[config.mk]
export PLATFORM = sky130hd
export DESIGN_NAME = seven_seg_count_display
export DESIGN_NICKNAME = d
export VERILOG_FILES = /design/src/rtl/seven_seg_count_display_pkg.sv /design/src/rtl/seven_seg_count_display_bin14_to_bcd.sv /design/src/rtl/seven_seg_count_display.sv
export SDC_FILE = /design/constraint.sdc
export NUM_CORES = 1
export LEC_CHECK = 0
export ABC_AREA = 1
export CORE_UTILIZATION = 59
export DETAILED_ROUTE_END_ITERATION = 8
export GPL_TIMING_DRIVEN = 1
export MAX_ROUTING_LAYER = met4
export PLACE_DENSITY = 0.82
export SETUP_SLACK_MARGIN = 0.2
export SLEW_MARGIN = 20
export SYNTH_ARGS = -nofsm -noshare
export SYNTH_HDL_FRONTEND = slang
export SYNTH_SLANG_ARGS = --single-unit
export TNS_END_PERCENT = 10
[constraint.sdc]
create_clock -name clk -period 3.5 [get_ports clk]
set_input_delay 0.525 -clock clk [delete_from_list [all_inputs] [get_ports clk]]
set_output_delay 0.525 -clock clk [all_outputs]
set_load 0.02 [all_outputs]
[src/rtl/seven_seg_count_display_pkg.sv]
// Shared constants, converter state encoding and 7-segment glyph table.
package seven_seg_count_display_pkg;

  localparam int unsigned digit_count = 4;
  localparam int unsigned bin_w       = 14;
  localparam int unsigned bcd_w       = 16;
  localparam int unsigned shift_count = 14;

  localparam logic [bin_w-1:0] max_display = 14'd9999;

  // Active-high segment patterns {dp,g,f,e,d,c,b,a}
  localparam logic [7:0] seg_off = 8'h00;
  localparam logic [7:0] seg_dp  = 8'h80;

  typedef enum logic [1:0] {
    conv_idle,
    conv_load,
    conv_shift,
    conv_done
  } conv_state_t;

  // Decimal glyphs only; codes A-F never reach the display
  function automatic logic [7:0] seg_code(input logic [3:0] d);
    logic [7:0] code;
    case (d)
      4'd0:    code = 8'h3F;
      4'd1:    code = 8'h06;
      4'd2:    code = 8'h5B;
      4'd3:    code = 8'h4F;
      4'd4:    code = 8'h66;
      4'd5:    code = 8'h6D;
      4'd6:    code = 8'h7D;
      4'd7:    code = 8'h07;
      4'd8:    code = 8'h7F;
      4'd9:    code = 8'h6F;
      default: code = seg_off;
    endcase
    return code;
  endfunction

endpackage

[src/rtl/seven_seg_count_display_bin14_to_bcd.sv]
// Iterative double-dabble: 14-bit binary to 4-digit BCD, one shift per clk.
module seven_seg_count_display_bin14_to_bcd
  import seven_seg_count_display_pkg::*;
(
  input  logic             clk,
  input  logic             rst,
  input  logic             start,
  input  logic [bin_w-1:0] din,
  input  logic             din_ovf,
  output logic             busy,
  output logic             done,
  output logic [bcd_w-1:0] dout,
  output logic             dout_ovf
);

  conv_state_t      state;
  logic [bin_w-1:0] bin;
  logic [3:0]       iter;
  logic [bcd_w-1:0] bcd;
  logic [bcd_w-1:0] bcd_adj_c;

  assign dout = bcd;

  // Add 3 to every BCD nibble that is 5 or more before the next shift
  always_comb begin
    bcd_adj_c = bcd;
    for (int i = 0; i < int'(digit_count); i++) begin
      if (bcd[i*4 +: 4] >= 4'd5) begin
        bcd_adj_c[i*4 +: 4] = bcd[i*4 +: 4] + 4'd3;
      end
    end
  end

  // Conversion FSM: operand latched in LOAD, result and flag presented during DONE
  always_ff @(posedge clk or posedge rst) begin
    if (rst) begin
      state    <= conv_idle;
      bin      <= '0;
      bcd      <= '0;
      iter     <= '0;
      busy     <= 1'b0;
      done     <= 1'b0;
      dout_ovf <= 1'b0;
    end else begin
      done <= 1'b0;
      case (state)
        conv_idle: begin
          if (start) begin
            state <= conv_load;
            busy  <= 1'b1;
          end
        end
        conv_load: begin
          bin      <= din;
          bcd      <= '0;
          iter     <= '0;
          dout_ovf <= din_ovf;
          state    <= conv_shift;
        end
        conv_shift: begin
          {bcd, bin} <= 30'({bcd_adj_c, bin, 1'b0});
          iter       <= iter + 4'd1;
          if (iter == 4'(shift_count - 1)) begin
            state <= conv_done;
            done  <= 1'b1;
          end
        end
        conv_done: begin
          state <= conv_idle;
          busy  <= 1'b0;
        end
        default: state <= conv_idle;
      endcase
    end
  end

endmodule

[src/rtl/seven_seg_count_display.sv]
// Tenths-of-second count shown as "XXX.X" on a 4-digit multiplexed 7-segment display.
module seven_seg_count_display
  import seven_seg_count_display_pkg::*;
#(
  parameter int unsigned ticks_1_second = 100_000_000,
  parameter int unsigned scan_hz        = 250,
  parameter bit          active_low     = 1'b1
) (
  input  logic        clk,
  input  logic        rst,
  input  logic [13:0] value,
  input  logic        blank,
  output logic [7:0]  seg,
  output logic [3:0]  sel,
  output logic        overflow
);

  localparam int unsigned p     = ticks_1_second / (scan_hz * 4);
  localparam int unsigned pre_w = $clog2(p);

  localparam logic [7:0] seg_idle = active_low ? ~seg_off : seg_off;
  localparam logic [3:0] sel_idle = active_low ? 4'hF : 4'h0;

  // A digit period shorter than a full conversion would let triggers collide
  generate
    if (p < 17) begin : g_bad_period
      $error("seven_seg_count_display: digit period must be at least 17 clk");
    end
  endgenerate

  logic [pre_w-1:0] pre;
  logic [1:0]       idx;
  logic [15:0]      disp;
  logic             trigger_c;
  logic [13:0]      operand_c;
  logic             ovf_c;
  logic             conv_busy;
  logic             conv_done;
  logic [15:0]      conv_dout;
  logic             conv_ovf;
  logic [3:0]       nib_c;
  logic             lit_c;
  logic [7:0]       pat_c;
  logic [3:0]       onehot_c;

  assign trigger_c = (pre == pre_w'(p - 1)) && (idx == 2'd3);
  assign ovf_c     = (value > max_display);
  assign operand_c = ovf_c ? max_display : value;

  // Digit prescaler and scan index; index wrap 3->0 starts a new frame
  always_ff @(posedge clk or posedge rst) begin
    if (rst) begin
      pre <= '0;
      idx <= '0;
    end else if (pre == pre_w'(p - 1)) begin
      pre <= '0;
      idx <= idx + 2'd1;
    end else begin
      pre <= pre + pre_w'(1);
    end
  end

  seven_seg_count_display_bin14_to_bcd u_conv (
    .clk      (clk),
    .rst      (rst),
    .start    (trigger_c && !conv_busy),
    .din      (operand_c),
    .din_ovf  (ovf_c),
    .busy     (conv_busy),
    .done     (conv_done),
    .dout     (conv_dout),
    .dout_ovf (conv_ovf)
  );

  // Display digits and overflow flag update together when a conversion completes
  always_ff @(posedge clk or posedge rst) begin
    if (rst) begin
      disp     <= '0;
      overflow <= 1'b0;
    end else if (conv_done) begin
      disp     <= conv_dout;
      overflow <= conv_ovf;
    end
  end

  // Select the current digit, apply leading-zero blanking and the decimal point
  always_comb begin
    nib_c    = disp[3:0];
    lit_c    = 1'b1;
    onehot_c = 4'b0001 << idx;
    case (idx)
      2'd0: nib_c = disp[3:0];
      2'd1: nib_c = disp[7:4];
      2'd2: begin
        nib_c = disp[11:8];
        lit_c = (disp[15:8] != 8'd0);
      end
      default: begin
        nib_c = disp[15:12];
        lit_c = (disp[15:12] != 4'd0);
      end
    endcase
    pat_c = lit_c ? seg_code(nib_c) : seg_off;
    if (idx == 2'd1) begin
      pat_c = pat_c | seg_dp;
    end
  end

  // Pin registers with polarity; blank darkens everything without stopping the scan
  always_ff @(posedge clk or posedge rst) begin
    if (rst) begin
      seg <= seg_idle;
      sel <= sel_idle;
    end else if (blank) begin
      seg <= seg_idle;
      sel <= sel_idle;
    end else begin
      seg <= active_low ? ~pat_c : pat_c;
      sel <= active_low ? ~onehot_c : onehot_c;
    end
  end

endmodule

==> impl_metrics.json <==
{
  "status": "completed",
  "drive_above_1_share_pct": 9.715,
  "r2r_cells": 6,
  "slowest_stage": "ha_1",
  "dp_cells": 680,
  "die_h_um": 89.72,
  "syn_inst": 563,
  "power_density_nw_per_um2": 336.6,
  "antenna_found_initial": 0,
  "drc": 0,
  "cp.arrival_ps": 2420,
  "dp_hpwl_mm": 6.236,
  "hold_ws_ps": 486.0,
  "rows": 31,
  "synth_cell_types": 35,
  "die_w_um": 89.72,
  "max_freq_ghz": 0.4631,
  "clkSinkCount": 86,
  "ant_nets": 0,
  "regArea_um2": 2166,
  "cts_tree": "yes",
  "gp_congestion": 0.8758,
  "netlist_area_um2": 4539,
  "ir_drop_mv": 0.2159,
  "setup-tns-final_ps": 0,
  "combPwrFrac_pct": 3.9,
  "min_period_over_period_pct": 61.70,
  "grt_max_degree": 46,
  "pwr-share-seq_pct": 58.2,
  "end_kind": "flip-flop",
  "pin_count": 30,
  "maxCapViolCount": 0,
  "fin_area_um2": 5110,
  "gr-total-overflow": 0,
  "placed_cell_area_um2": 4923,
  "leakage_nw": 2.466,
  "via_count": 3616,
  "switching_share_pct": 21.57,
  "ff2ff_setup_slack_ps": 1340,
  "vias_per_cell": 5.195,
  "hold_path.startpoint": "pre[0]$_DFF_PP0_",
  "hold_depth": 1,
  "coreArea_um2": 7331,
  "io_buffers": 29,
  "path_class": "flip-flop to flip-flop",
  "internal-power_mw": 1.349,
  "skew_ps": 8.262,
  "hold_path.class": "flip-flop to flip-flop",
  "period_needed_ps": 2159,
  "mappedNetlistNets": 605,
  "dieArea_um2": 8049,
  "dr.pass1.iters": 4,
  "final_cells": 696,
  "start_util_pct": 61.92,
  "grt_first_pass_wirelength_mm": 15.30,
  "htree_num_levels": 3,
  "hold_end": "pre[0]$_DFF_PP0_",
  "cts_hold_buf": 0,
  "clk_pin_slew_ps": 80,
  "cp.required_ps": 3760,
  "num_antenna_cells": 0,
  "insertion_delay_ps": 350,
  "synth.avg_cell_area_um2": 8.063,
  "postCtsSetupBuffers": 0,
  "drt-total-wl_mm": 8.511,
  "crit_path_frequent_cell": "inv_1",
  "grt_use_total_pct": 23.84,
  "yosysWarnings": 0,
  "multi_input_area_um2": 2026,
  "crit_path_start": "u_conv.state[0]$_DFFE_PP0P_",
  "switchingPower_mw": 0.3711,
  "slowest_delay_ps": 450,
  "mostFrequentLayoutCells": "143 x nand2_1, 75 x dfrtp_1, 72 x inv_1",
  "initialDrtViolationCount": 182,
  "ys_ff_latch": 86,
  "fill_cells": 584,
  "path_cells": "inv_1 > ha_1 > inv_1 > nor2_2 > inv_1 > o211ai_1",
  "wl_per_cell_um": 12.23,
  "setup_viol": 0,
  "grt_pass1_vias": 3548,
  "synth_seq_area_share_pct": 47.71,
  "clk_path_buf_depth": 2,
  "mostFrequentLayoutCell": "nand2_1",
  "slew_violations": 0,
  "slew_headroom_pct": 39.34,
  "r2r-start": "u_conv.state[0]$_DFFE_PP0P_",
  "hold_viol_final": 0,
  "cts_resized": 0,
  "rsz0062_at_grt": "no",
  "cts_root_buffer": "clkbuf_8",
  "critPathLaunchType": "flip-flop",
  "r2r_end": "u_conv.bin[13]$_DFFE_PP0P_",
  "worst_pin_slew_ps": 910.0,
  "clkPwrFrac_pct": 37.9,
  "path_max_fanout": 14,
  "synthToLayoutAreaGrowth_pct": 12.57,
  "nNetsFinal": 634,
  "cts_inserted_buffers": 9
}
cell families after synthesis:
family,count (synthesis),share of synthesized area [%]
simple gates,272,26.19
buf+inv,90,7.663
flops,86,47.71
compound gates,80,9.565
fa+ha+maj,25,6.891
xor+xnor,9,1.737
mux,1,0.2481
routing by layer:
| layer | track usage [%] | vias up | share of wire [%] |
|---|---|---|---|
| met5 | - | - | 0 |
| met4 | 8.060 | 0 | 1.2 |
| met3 | 3.892 | 9 | 4.5 |
| met2 | 40.13 | 84 | 49 |
| met1 | 29.37 | 1684 | 45 |
| li1 | - | 1839 | - |
registers in the layout, indices dropped and copies added, names as in the netlist:
name             cells
u_conv.busy          1
u_conv.done          1
u_conv.state         2
u_conv.dout         16
u_conv.iter          4
overflow             1
seg                  8
disp                16
idx                  2
u_conv.bin          14
sel                  3
u_conv.dout_ovf      1
pre                 17
cell usage after synthesis:
library cell / instances / area (um^2)
nand3_2: 3 / 30.03
clkbuf_1: 7 / 26.28
a21oi_1: 21 / 105.1
nor3_1: 3 / 15.01
nand3_1: 38 / 190.2
o21ai_0: 43 / 215.2
nor4_2: 1 / 12.51
o22ai_2: 1 / 12.51
o21a_1: 1 / 7.510
inv_1: 73 / 274.0
nor3_2: 2 / 20.02
buf_4: 1 / 7.510
or2_2: 5 / 31.28
o221ai_1: 2 / 17.52
ha_1: 25 / 312.8
nand4_1: 6 / 37.54
nor2_2: 5 / 31.28
o21bai_1: 2 / 15.01
nand3b_1: 3 / 22.52
xnor2_1: 1 / 8.760
nand2_1: 143 / 536.8
mux2_2: 1 / 11.26
dfstp_2: 11 / 289.0
dfrtp_1: 75 / 1877
inv_2: 4 / 15.01
a21oi_2: 1 / 8.760
o211ai_1: 1 / 7.510
nor2_4: 1 / 11.26
nor2_1: 55 / 206.5
nand2_2: 6 / 37.54
buf_2: 5 / 25.02
and3_1: 1 / 6.260
o21ai_1: 4 / 20.02
xor2_1: 8 / 70.07
o22ai_1: 4 / 25.02
worst max-delay path by stage:
| stage | slack (ps) | cells after the start | endpoint |
|---|---|---|---|
| after floorplan | 770 | 1 | disp[0]$_DFFE_PP0P_ |
| after global placement | 1410 | 6 | u_conv.bin[13]$_DFFE_PP0P_ |
| after detailed placement | 1360 | 6 | u_conv.bin[13]$_DFFE_PP0P_ |
| after CTS | 1340 | 6 | u_conv.bin[13]$_DFFE_PP0P_ |
| after global routing | 1160 | 6 | u_conv.dout[5]$_DFFE_PP0P_ |
| final | 1340 | 6 | u_conv.bin[13]$_DFFE_PP0P_ |
final cells by class:
type | instances | area share, %
Inverter | 77 | 5.681
Sequential cell | 86 | 42.38
Multi-Input combinational cell | 387 | 39.64
Clock inverter | 3 | 0.3183
Tap cell | 99 | 2.424
Timing Repair Buffer | 31 | 6.219
Clock buffer | 13 | 3.330
critical path, delay by kind of cell, from the launching register on:
kind / cells / cell delay [ps]
simple gates: 1 / 400
buf+inv: 3 / 600
compound gates: 1 / 200
fa+ha+maj: 1 / 450
flops: 1 / 420
power groups by stage:
stage / logic, mW / clock network, mW / registers [mW]
after floorplan: 0.0263 / 0 / 1.03
after global placement: 0.0684 / 0 / 1.02
after detailed placement: 0.0696 / 0 / 1.02
after CTS: 0.0695 / 0.664 / 1.00
after global routing: 0.0767 / 0.708 / 1.00
final: 0.0675 / 0.651 / 1.00
stage by stage:
| step | util (%) | worst slack [ps] | total power [mW] |
|---|---|---|---|
| 6_report | 69.70 | 1341 | 1.720 |
| 4_1_cts | 69.70 | 1342 | 1.735 |
| 5_1_grt | 69.70 | 1164 | 1.787 |
| 3_5_place_dp | 67.16 | 1362 | 1.090 |
| 2_1_floorplan | - | 771.4 | 1.053 |
| 3_3_place_gp | 67.16 | 1411 | 1.089 |
No activity file was read; power rests on OpenSTA's default activity.
